File: src/rtl/logic_unit_arbiter_pkg.sv
// Shared opcode constants and FSM encoding for the round-robin logic-unit arbiter.
package logic_unit_arbiter_pkg;

  localparam logic [1:0] OP_NOT = 2'b00;
  localparam logic [1:0] OP_AND = 2'b01;
  localparam logic [1:0] OP_OR  = 2'b10;
  localparam logic [1:0] OP_XOR = 2'b11;

  typedef enum logic [1:0] {
    ST_IDLE = 2'd0,
    ST_EXEC = 2'd1,
    ST_RESP = 2'd2
  } state_e;

endpackage

File: src/rtl/logic_unit_arbiter_logic_unit.sv
// Shared combinational bitwise logic unit: y = op(a, b); b is ignored for NOT.
module logic_unit
  import logic_unit_arbiter_pkg::*;
#(
  parameter int WIDTH = 8
) (
  input  logic [1:0]       op,
  input  logic [WIDTH-1:0] a,
  input  logic [WIDTH-1:0] b,
  output logic [WIDTH-1:0] y
);

  always_comb begin
    y = '0;
    case (op)
      OP_NOT:  y = ~a;
      OP_AND:  y = a & b;
      OP_OR:   y = a | b;
      OP_XOR:  y = a ^ b;
      default: y = '0;
    endcase
  end

endmodule

File: src/rtl/logic_unit_arbiter.sv
// Round-robin arbiter over four requesters feeding one shared logic unit.
// One transaction at a time: IDLE (grant+capture) -> EXEC (compute) -> RESP (hold until ready).
module logic_unit_arbiter
  import logic_unit_arbiter_pkg::*;
#(
  parameter int WIDTH = 8,
  parameter int NREQ  = 4
) (
  input  logic                  clk,
  input  logic                  rst_n,
  input  logic [NREQ-1:0]       req,
  input  logic [2*NREQ-1:0]     op,
  input  logic [NREQ*WIDTH-1:0] a_in,
  input  logic [NREQ*WIDTH-1:0] b_in,
  output logic [NREQ-1:0]       gnt,
  output logic [WIDTH-1:0]      out_data,
  output logic [1:0]            out_id,
  output logic                  out_valid,
  input  logic                  out_ready
);

  state_e           state_q, state_d;
  logic [1:0]       ptr_q, ptr_d;
  logic [NREQ-1:0]  gnt_q, gnt_d;
  logic [1:0]       op_q, op_d;
  logic [WIDTH-1:0] a_q, a_d, b_q, b_d;
  logic [1:0]       id_q, id_d;
  logic [WIDTH-1:0] out_data_q, out_data_d;
  logic [1:0]       out_id_q, out_id_d;

  logic             win_found;
  logic [1:0]       win_idx;
  logic [1:0]       cand;
  logic [WIDTH-1:0] lu_y;

  // Search upward from ptr with 2-bit wraparound; first live request wins.
  always_comb begin
    win_found = 1'b0;
    win_idx   = '0;
    cand      = '0;
    for (int k = 0; k < NREQ; k++) begin
      cand = ptr_q + 2'(k);
      if (!win_found && req[cand]) begin
        win_found = 1'b1;
        win_idx   = cand;
      end
    end
  end

  logic_unit #(.WIDTH(WIDTH)) u_lu (
    .op (op_q),
    .a  (a_q),
    .b  (b_q),
    .y  (lu_y)
  );

  always_comb begin
    state_d    = state_q;
    ptr_d      = ptr_q;
    gnt_d      = '0;
    op_d       = op_q;
    a_d        = a_q;
    b_d        = b_q;
    id_d       = id_q;
    out_data_d = out_data_q;
    out_id_d   = out_id_q;
    case (state_q)
      ST_IDLE: begin
        if (win_found) begin
          op_d    = op[2*win_idx +: 2];
          a_d     = a_in[win_idx*WIDTH +: WIDTH];
          b_d     = b_in[win_idx*WIDTH +: WIDTH];
          id_d    = win_idx;
          gnt_d   = NREQ'(1) << win_idx;
          ptr_d   = win_idx + 2'd1;
          state_d = ST_EXEC;
        end
      end
      ST_EXEC: begin
        out_data_d = lu_y;
        out_id_d   = id_q;
        state_d    = ST_RESP;
      end
      ST_RESP: begin
        if (out_ready) state_d = ST_IDLE;
      end
      default: state_d = ST_IDLE;
    endcase
  end

  always_ff @(posedge clk or negedge rst_n) begin
    if (!rst_n) begin
      state_q    <= ST_IDLE;
      ptr_q      <= '0;
      gnt_q      <= '0;
      op_q       <= '0;
      a_q        <= '0;
      b_q        <= '0;
      id_q       <= '0;
      out_data_q <= '0;
      out_id_q   <= '0;
    end else begin
      state_q    <= state_d;
      ptr_q      <= ptr_d;
      gnt_q      <= gnt_d;
      op_q       <= op_d;
      a_q        <= a_d;
      b_q        <= b_d;
      id_q       <= id_d;
      out_data_q <= out_data_d;
      out_id_q   <= out_id_d;
    end
  end

  assign gnt       = gnt_q;
  assign out_data  = out_data_q;
  assign out_id    = out_id_q;
  assign out_valid = (state_q == ST_RESP);

endmodule

File: config.mk
export PLATFORM = sky130hd
export DESIGN_NAME = logic_unit_arbiter
export DESIGN_NICKNAME = d
export VERILOG_FILES = /design/src/rtl/logic_unit_arbiter_pkg.sv /design/src/rtl/logic_unit_arbiter_logic_unit.sv /design/src/rtl/logic_unit_arbiter.sv
export SDC_FILE = /design/constraint.sdc
export NUM_CORES = 1
export LEC_CHECK = 0
export BUFFER_PORTS_ARGS = -buffer_cell sky130_fd_sc_hd__buf_2
export CAP_MARGIN = 5
export CORE_MARGIN = 1
export CORE_UTILIZATION = 45
export CTS_CLUSTER_SIZE = 8
export DETAILED_ROUTE_END_ITERATION = 8
export GPL_TIMING_DRIVEN = 0
export PLACE_DENSITY = 0.83
export SLEW_MARGIN = 10
export SYNTH_ARGS = -nofsm -noshare
export SYNTH_HDL_FRONTEND = slang
export SYNTH_SLANG_ARGS = --single-unit
File: constraint.sdc
create_clock -name clk -period 1.7 [get_ports clk]
set_input_delay 0.425 -clock clk [delete_from_list [all_inputs] [get_ports clk]]
set_output_delay 0.425 -clock clk [all_outputs]
set_load 0.01 [all_outputs]
# Yosys cells after proc, flatten, opt, wreduce, memory -nomap -nowiden
# Cells that the tools add are included.
[op_classes]
add_sub_neg = 4
n_lt_le_gt_ge = 4
n_eq_ne = 7
shift = 4
n_mux = 22
bitwise_logic = 4
reduce_logical = 10
[ops]
columns = ["cell", "count"]
rows = [
  ["variable part select 32 x 6 -> 8 bit", 2],
  ["one-hot mux 8 bit (4 select lines)", 1],
  ["less-than comparator 2 x 3 -> 1 bit, second input constant", 4],
  ["2-to-1 mux 2 bit", 6],
  ["AND 8 bit", 1],
  ["binary-select mux 1 bit (select 2 bit)", 4],
  ["2-to-1 mux 1 bit", 8],
  ["2-to-1 mux 4 bit", 2],
  ["NOT 8 bit", 1],
  ["OR 8 bit", 1],
  ["variable part select 8 x 4 -> 2 bit", 1],
  ["XOR 8 bit", 1],
  ["equality test 2 bit, second input constant", 3],
  ["one-hot mux 2 bit (3 select lines)", 1],
  ["adder 2 x 1 -> 2 bit, second input constant", 2],
  ["adder 2 bit, second input constant", 2],
  ["equality test 2 x 1 -> 1 bit, second input constant", 2],
  ["logical NOT 2 bit", 2],
  ["AND reduction 2 bit", 2],
  ["<< shifter 1 x 2 -> 4 bit, first input constant", 1],
  ["logical AND 1 bit", 3],
  ["logical NOT 1 bit", 3],
  ["inequality test 2 x 1 -> 1 bit, second input constant", 1],
  ["inequality test 2 bit, second input constant", 1],
]
[word_totals]
reg_bits = 38
input_bits = 79
out_inout_bits = 15
elab_cells = 64

# Logic depth before layout (Yosys ltp)
# Gate-level depths: netlist (run 1).
[depth]
word_depth = 15
mapped_depth = 7
depth_no_buf = 6

# By module
# From an unflattened synthesis (run 1), not the netlist that was laid out.
[hier_totals]
cells_unflattened = 243
hier_area_um2 = 2607.5
[by_module_without_submodules]
columns = ["module", "n_inst", "cells_per_inst", "area_each_um2", "seq_area_each_um2"]
rows = [
  ["logic_unit_arbiter", 1, 193, 2120.8, 950.9],
  ["logic_unit", 1, 50, 486.7, 0.0],
]

# Worst setup path before layout (run 1)
# Ideal clock, no wire load.
[synth_path]
kind = "input to register"
from = "input req[2]"
to = "register a_q[0]"
setup_ns = 0.132
arrival_ns = 1.442
required_time_ns = 1.568
setup_slack_ns = 0.127
stages = 7
path_buffers = 2
cell_sequence = "inv_1 o22ai_1 a211o_1 buf_2 buf_6 mux2i_1 o221ai_2"
[synth_between]
elab_chain_cells = 13
word_cells_on_any_way = 24
classes_between = "shift (1); mux (16); reduce/logical (7)"
[synth_rtl]
columns = ["element", "line_no", "text"]
rows = [
  ["start, declared", "logic_unit_arbiter.sv:11", "input logic [NREQ-1:0] req,"],
  ["binary-select mux 1 bit (select 2 bit)", "logic_unit_arbiter.sv:43", "if (!win_found && req[cand]) begin"],
  ["2-to-1 mux 1 bit (not written as such)", "logic_unit_arbiter.sv:43", ""],
  ["2-to-1 mux 1 bit", "logic_unit_arbiter.sv:43", ""],
  ["logical NOT 1 bit", "logic_unit_arbiter.sv:43", ""],
  ["logical AND 1 bit", "logic_unit_arbiter.sv:43", ""],
  ["2-to-1 mux 1 bit", "logic_unit_arbiter.sv:43", ""],
  ["logical NOT 1 bit", "logic_unit_arbiter.sv:43", ""],
  ["logical AND 1 bit", "logic_unit_arbiter.sv:43", ""],
  ["2-to-1 mux 1 bit", "logic_unit_arbiter.sv:43", ""],
  ["logical NOT 1 bit", "logic_unit_arbiter.sv:43", ""],
  ["logical AND 1 bit", "logic_unit_arbiter.sv:43", ""],
  ["2-to-1 mux 2 bit or 2-to-1 mux 1 bit (tied branches)", "logic_unit_arbiter.sv:43", ""],
  ["variable part select 32 x 6 -> 8 bit or AND reduction 2 bit (tied branches)", "-", ""],
  ["end signal, assigned", "logic_unit_arbiter.sv:97", "a_q <= '0;"],
  ["end signal, assigned", "logic_unit_arbiter.sv:107", "a_q <= a_d;"],
  ["end, declared", "logic_unit_arbiter.sv:26", "logic [WIDTH-1:0] a_q, a_d, b_q, b_d;"],
]
# Several ways; a longest one is shown, not always the timed one. The select of a mux whose other input is x is not followed.
# A chain may end at the register's enable or synchronous reset.

# Final worst setup path (run 1)
[layout_path]
from = "register ptr_q[0]"
to = "register b_q[3]"
[layout_between]
elab_chain_cells = 13
word_cells_on_any_way = 27
classes_between = "add/sub (3); shift (1); mux (16); reduce/logical (7)"
[layout_rtl]
columns = ["element", "line_no", "text"]
rows = [
  ["start, declared", "logic_unit_arbiter.sv:23", "logic [1:0] ptr_q, ptr_d;"],
  ["start signal, assigned", "logic_unit_arbiter.sv:104", "ptr_q <= ptr_d;"],
  ["branches (longest 13 deep; another with adder 2 x 1 -> 2 bit)", "-", ""],
  ["end signal, assigned", "logic_unit_arbiter.sv:98", "b_q <= '0;"],
  ["end signal, assigned", "logic_unit_arbiter.sv:108", "b_q <= b_d;"],
  ["end, declared", "logic_unit_arbiter.sv:26", ""],
]
# Parallel ways; which one is timed is not known. The select of a mux whose other input is x is not followed.

==> results.py, run 1 <==
metrics = {
    "finish": {
        "finalNonFillerCells": 396,
        "nFillCells": 431,
        "layout.nets": 420,
        "diodes": 0,
        "drive_above_1_share_pct": 48.5,
        "area_delta_synth_final_pct": 36.8,
    },
    "grt": {
        "antenna_found_initial": 0,
        "grt_max_degree": 39,
        "grt_usage_pct": 21.1,
        "grt_pass1_vias": 2061,
        "grt_overflow_total": 0,
        "grt_pass1_wl_mm": 9.43,
    },
    "clocking": {
        "cts_tree": "built",
        "clk_path_buf_depth": 2,
        "h-tree-depth": 2,
        "cts_buffers": 5,
        "postCtsHoldBufs": 0,
        "path_clk_slew_ns": 0.08,
        "insertion_delay_ns": 0.30,
        "numClockSinks": 38,
        "root_buffer": "clkbuf_8",
    },
    "critical_path": {
        "critPathCaptureType": "register",
        "cp.required_ns": 1.87,
        "startpoint_type": "register",
        "worstPathArrival_ns": 1.84,
        "worst-path-max-fanout": 8,
        "critPathKind": "register to register",
    },
    "die": {
        "core_um2": 5200,
        "pin_count": 94,
        "dieArea_um2": 5830,
        "die_w_um": 76.4,
        "dieHeight_um": 76.4,
        "rows": 26,
        "initial_core_util_pct": 47.8,
    },
    "timing": {
        "fin_crit_ns": 1.66,
        "clock-skew-final_ns": 0.00592,
        "relSlewSlack_pct": 43.6,
        "finalSetupTns_ns": 0,
        "final_hold_viol_count": 0,
        "min_period_over_period_pct": 97.8,
        "max_freq_ghz": 0.601,
        "rsz0062_at_grt": "yes",
        "tightestPinTransition_ns": 0.846,
        "fin_ws_ns": 0.0366,
        "finalSetupViolations": 0,
        "slew_viol_final": 0,
    },
    "detailed_routing": {
        "routed_via_density": 5.21,
        "wl_per_cell_um": 15.4,
        "wl_mm": 6.10,
        "drt_first_iter_violations": 101,
        "num_vias": 2064,
        "detail-route-antenna-nets": 0,
        "drtPass1Iterations": 4,
        "drc": 0,
    },
    "synth": {
        "syn_inst": 219,
        "yosys_warnings": 0,
        "syn_avg_cell_area_um2": 11.4,
        "synth_seq_area_share_pct": 38.2,
        "synth_area_um2": 2490,
        "synth.distinct_cells": 33,
        "synth_nets": 314,
        "ys_ff_latch": 38,
    },
    "place": {
        "hpwl_mm": 4.29,
        "gp_congestion": 0.769,
        "portBuffers": 93,
        "dp_cells": 382,
        "preCtsSetupSlack_ns": -0.205,
    },
    "hold_path": {
        "min_path_type": "input pin to asynchronous set/reset pin",
    },
    "pwr": {
        "ir_worst_vdd_v": 0.000760,
        "leakagePower_nw": 1.75,
        "power_density_nw_per_um2": 1790,
    },
    "run": {
        "max-cap-violations": 0,
    },
    "outcome": {
        "status": "completed",
    },
}
worst max-delay path, stage by stage (launching register included):
cell      delay (ns)
dfrtp_1         0.38
buf_4           0.13
o22ai_1         0.06
a211o_1         0.33
buf_12          0.17
buf_12          0.14
mux2i_2         0.19
o221ai_1        0.13
timing repair:
action | 4_1_cts | 5_1_grt
resized for setup | 10 | 18
hold endpoints to repair | 0 | 0
pin swaps | 1 | 2
cloned | 0 | 3
endpoints found under the setup margin | 19 | 18
buffers inserted | 1 | 2
synthesized netlist by cell type:
cell type | count | share of area, %
a21o_1 | 2 | 0.60
nand2b_4 | 1 | 0.55
o21ai_1 | 1 | 0.20
nor2_1 | 5 | 0.75
o221ai_1 | 9 | 3.2
clkinv_4 | 1 | 0.35
o221ai_2 | 9 | 5.4
o211ai_1 | 1 | 0.30
o21ai_0 | 4 | 0.80
nand2_1 | 25 | 3.8
nand2b_1 | 4 | 1.0
nor3_1 | 1 | 0.20
a211o_1 | 1 | 0.35
o22ai_2 | 1 | 0.50
mux4_2 | 7 | 6.3
ha_1 | 16 | 8.0
mux2_2 | 8 | 3.6
and3_1 | 1 | 0.25
buf_2 | 2 | 0.40
mux2i_1 | 36 | 14
nor2b_1 | 1 | 0.25
clkbuf_1 | 2 | 0.30
dfrtp_1 | 38 | 38
a311o_4 | 1 | 0.80
inv_1 | 26 | 3.9
xnor2_1 | 1 | 0.35
nand2_2 | 1 | 0.25
and2_1 | 1 | 0.25
mux2_1 | 1 | 0.45
a21oi_1 | 2 | 0.40
o22ai_1 | 1 | 0.25
buf_6 | 7 | 3.2
buf_1 | 2 | 0.30
flip-flops by register name, summed over array words and instances, names as in the netlist:
signal	flops
a_q	8
b_q	8
out_data	8
gnt	4
id_q	2
op_q	2
out_id	2
ptr_q	2
state_q	2
report_power, final:
group | switching, W | internal [W] | leakage [nW]
clock | 0.000334 | 0.000626 | 0.0714
combinational | 0.00166 | 0.00182 | 1.21
sequential | 0.000288 | 0.00135 | 0.467
total | 0.00228 | 0.00380 | 1.75
cells by family after synthesis:
logic type,count (synthesis),synth area share [%]
AND/OR/NAND/NOR,40,7.29
multiplexers,52,24.9
AO/OA/AOI/OAI,32,12.8
flip-flops,38,38.2
XOR/XNOR,1,0.352
buffers and inverters,40,8.44
adder cells (fa/ha/maj),16,8.04
stage by stage:
| step | hold slack [ns] | util, % | instance area, um^2 | total power, W |
|---|---|---|---|---|
| after global placement | 0.451 | 58.5 | 3040 | 0.00453 |
| after global routing | 0.287 | 65.4 | 3410 | 0.00652 |
| after CTS | 0.256 | 62.2 | 3240 | 0.00576 |
| after floorplan | 0.129 | - | 2490 | 0.00387 |
| final | 0.228 | 65.4 | 3410 | 0.00608 |
| after detailed placement | 0.462 | 58.5 | 3040 | 0.00470 |
cell type report:
class                           count  area, um^2  area share [%]
Clock inverter                      2        60.1            1.76
Timing Repair Buffer               99         563            16.5
Multi-Input combinational cell    141        1400            41.1
Sequential cell                    38         952            28.0
Inverter                           27         106            3.12
Clock buffer                        6        82.6            2.42
Tap cell                           70        87.6            2.57
Buffer                             13         154            4.52
final timing paths:
path	startpoint	to	slack [ns]	cells past startpoint
setup / recovery	ptr_q[0]	b_q[3]	0.04	7
hold / removal	rst_n	gnt[3]	0.23	1
setup reg to reg	ptr_q[0]	b_q[3]	0.04	7
hold reg to reg	id_q[1]	id_q[1]	0.48	2
max in group asynchronous	rst_n	ptr_q[1]	0.90	1
min in group clk	out_ready	state_q[1]	0.35	2
layer usage:
metal	vias to the layer above	track usage (%)	share of wire [%]
met5	-	0	0
met4	0	8.46	2.3
met3	16	4.43	5.3
met2	80	38.4	53
met1	980	24.0	40
li1	988	-	-
layout by cell type, fill, tap and decap left out, types with 2 or more instances in the layout:
| cell type | synthesis | final |
|---|---|---|
| buf_2 | 2 | 94 |
| dfrtp_1 | 38 | 37 |
| inv_1 | 26 | 26 |
| nand2_1 | 25 | 25 |
| mux2i_1 | 36 | 25 |
| ha_1 | 16 | 16 |
| o221ai_2 | 9 | 9 |
| o221ai_1 | 9 | 9 |
| mux2i_2 | 0 | 8 |
| mux2_2 | 8 | 8 |
| mux4_2 | 7 | 7 |
| clkbuf_8 | 0 | 6 |
| nor2_1 | 5 | 5 |
| buf_12 | 0 | 5 |
| nand2b_1 | 4 | 4 |
| o21ai_0 | 4 | 4 |
| buf_6 | 7 | 3 |
| mux2i_4 | 0 | 3 |
| clkbuf_16 | 0 | 3 |
| buf_4 | 0 | 3 |
| a21o_1 | 2 | 2 |
| buf_1 | 2 | 2 |
| clkbuf_1 | 2 | 2 |
| bufinv_16 | 0 | 2 |
No activity file was read; power rests on OpenSTA's default activity.
==> run 2: changes to the inputs <==
--- a/config.mk
+++ b/config.mk
@@ -5,7 +5,7 @@
 export SDC_FILE = /design/constraint.sdc
 export NUM_CORES = 1
 export LEC_CHECK = 0
-export BUFFER_PORTS_ARGS = -buffer_cell sky130_fd_sc_hd__buf_2
+export BUFFER_PORTS_ARGS = -buffer_cell sky130_fd_sc_hd__buf_4
 export CAP_MARGIN = 5
 export CORE_MARGIN = 1
 export CORE_UTILIZATION = 45
==> run 2 against run 1 <==
Combinational power increased by 7.8%. First-iteration DRC count decreased by 19%. Flip-flop and latch count unchanged. Register-to-register slack got worse by 0.03 ns. Critical path depth unchanged. Via count increased by 2.7%. Clock skew decreased by 0.0022 ns. Clock power decreased by 20%. Sequential share of layout area decreased by 2.1 points. Setup slack got worse by 0.025 ns. Die area unchanged. Final cell count increased by 0.25%. Highest routed layer unchanged.
==> results.py, run 2 (same netlist as run 1, synthesis figures left out) <==
metrics = {
    "critical_path": {
        "critPathKind": "register to register",
        "crit_chain": "nand2b_4, a21oi_2, a211o_1, buf_12, clkbuf_16, mux2i_2, o221ai_1",
        "reg2regPathDepth": 7,
        "r2r-end": "b_q[3]",
        "max_stage_delay_ns": 0.42,
        "worstPathArrival_ns": 1.85,
        "worst-path-max-fanout": 5,
        "cp.required_ns": 1.86,
        "slowest_stage": "dfrtp_1",
        "startpoint_type": "register",
        "rrSetupSlack_ns": 0.01,
        "critPathCaptureType": "register",
        "crit-reg2reg-launch": "ptr_q[0]",
    },
    "place": {
        "gp_congestion": 0.782,
        "hpwl_mm": 4.44,
        "preCtsSetupSlack_ns": -0.196,
        "portBuffers": 93,
    },
    "clocking": {
        "postCtsHoldBufs": 0,
        "cts_buffers": 5,
        "numClockSinks": 38,
        "clk_path_buf_depth": 2,
        "root_buffer": "clkbuf_8",
        "cts_tree": "built",
        "h-tree-depth": 2,
        "insertion_delay_ns": 0.29,
        "path_clk_slew_ns": 0.08,
    },
    "die": {
        "initial_core_util_pct": 47.8,
        "rows": 26,
        "pin_count": 94,
        "die_w_um": 76.4,
        "dieHeight_um": 76.4,
        "dieArea_um2": 5830,
        "core_um2": 5200,
    },
    "detailed_routing": {
        "detail-route-antenna-nets": 0,
        "wl_mm": 6.46,
        "wl_per_cell_um": 16.3,
        "num_vias": 2119,
        "drtPass1Iterations": 4,
        "drt_first_iter_violations": 82,
        "drc": 0,
        "routed_via_density": 5.34,
    },
    "run": {
        "max-cap-violations": 0,
    },
    "finish": {
        "diodes": 0,
        "mostFrequentLayoutCell": "buf_4",
        "area_delta_synth_final_pct": 48.0,
        "layout_common_cells": "95 x buf_4, 37 x dfrtp_1, 26 x inv_1",
        "layout.nets": 421,
        "drive_above_1_share_pct": 49.8,
    },
    "outcome": {
        "status": "completed",
    },
    "grt": {
        "grt_pass1_vias": 2100,
        "grt_max_degree": 39,
        "grt_usage_pct": 21.0,
        "grt_overflow_total": 0,
        "antenna_found_initial": 0,
        "grt_pass1_wl_mm": 9.49,
    },
    "timing": {
        "tightestPinTransition_ns": 0.621,
        "fin_crit_ns": 1.69,
        "relSlewSlack_pct": 58.6,
        "rsz0062_at_grt": "yes",
        "finalSetupViolations": 0,
        "final_hold_viol_count": 0,
        "min_period_over_period_pct": 99.3,
        "fin_hold_ws_ns": 0.0900,
        "slew_viol_final": 0,
        "clock-skew-final_ns": 0.00371,
        "fin_ws_ns": 0.0113,
        "max_freq_ghz": 0.592,
    },
    "pwr": {
        "power_density_nw_per_um2": 1680,
        "ir_worst_vdd_v": 0.000763,
        "leakagePower_nw": 1.84,
    },
    "hold_path": {
        "min_path_type": "input pin to asynchronous set/reset pin",
    },
}
## run 2: cell types whose count changed in the layout (fill, tap and decap cells not counted), moves of 2 or more
cell	delta
mux2i_1	-2
clkinv_2	+2
clkbuf_16	+2
mux2i_4	+2
buf_2	-93
buf_4	+92
## run 2: power breakdown
| group | total [W] | internal (W) | switching, W | leakage [nW] |
|---|---|---|---|---|
| sequential | 0.00166 | 0.00135 | 0.000309 | 0.467 |
| clock | 0.000771 | 0.000432 | 0.000339 | 0.0579 |
| combinational | 0.00375 | 0.00205 | 0.00170 | 1.32 |
## run 2: worst max path at each step
stage / start / endpoint / depth (start not counted)
finish: ptr_q[0] / b_q[3] / 7
global route: ptr_q[0] / b_q[5] / 7
CTS: ptr_q[0] / a_q[4] / 7
detailed placement: req[1] / a_q[4] / 8
global placement: req[1] / a_q[4] / 8
floorplan: req[2] / a_q[0] / 7
## run 2: metrics by stage
stage          TNS (ns)  total power [W]  util, %  instance area [um^2]  std cells
3_5_place_dp      -1.96          0.00482     62.9                  3280        382
5_1_grt          -0.153          0.00660     70.8                  3690        397
4_1_cts               0          0.00566     65.6                  3410        391
6_report              0          0.00618     70.8                  3690        397
3_3_place_gp      -1.72          0.00468     62.9                  3280        382
2_1_floorplan         0          0.00387        -                  2490        219
## run 2: layout make-up
class	count	area (um^2)
plain buffers	13	154
clock buffers	5	68.8
clock inverters	3	40.0
fillers	377	1520
inverters	27	106
multi-input cells	141	1440
flip-flops and latches	38	952
well taps	70	87.6
repair buffers	100	838
## run 2: timing repair
action	in CTS	in global routing
setup buffers	1	1
gates resized for setup	6	28
endpoints found under the setup margin	11	18
cloned	0	5
pin swaps	1	7
## run 2: layer usage
layer	vias up	global-route usage (%)	routed length [um]
met4	0	6.73	56
met3	6	5.03	353
met2	84	36.6	3450
met1	1041	25.3	2600
li1	988	-	-
met5	-	0	0
## run 2: critical path, delay by kind of cell, from the launching register on
kind                   cells  cell delay [ns]
AO/OA/AOI/OAI              3             0.44
buffers and inverters      2             0.32
AND/OR/NAND/NOR            1             0.15
flip-flops                 1             0.42
multiplexers               1             0.21
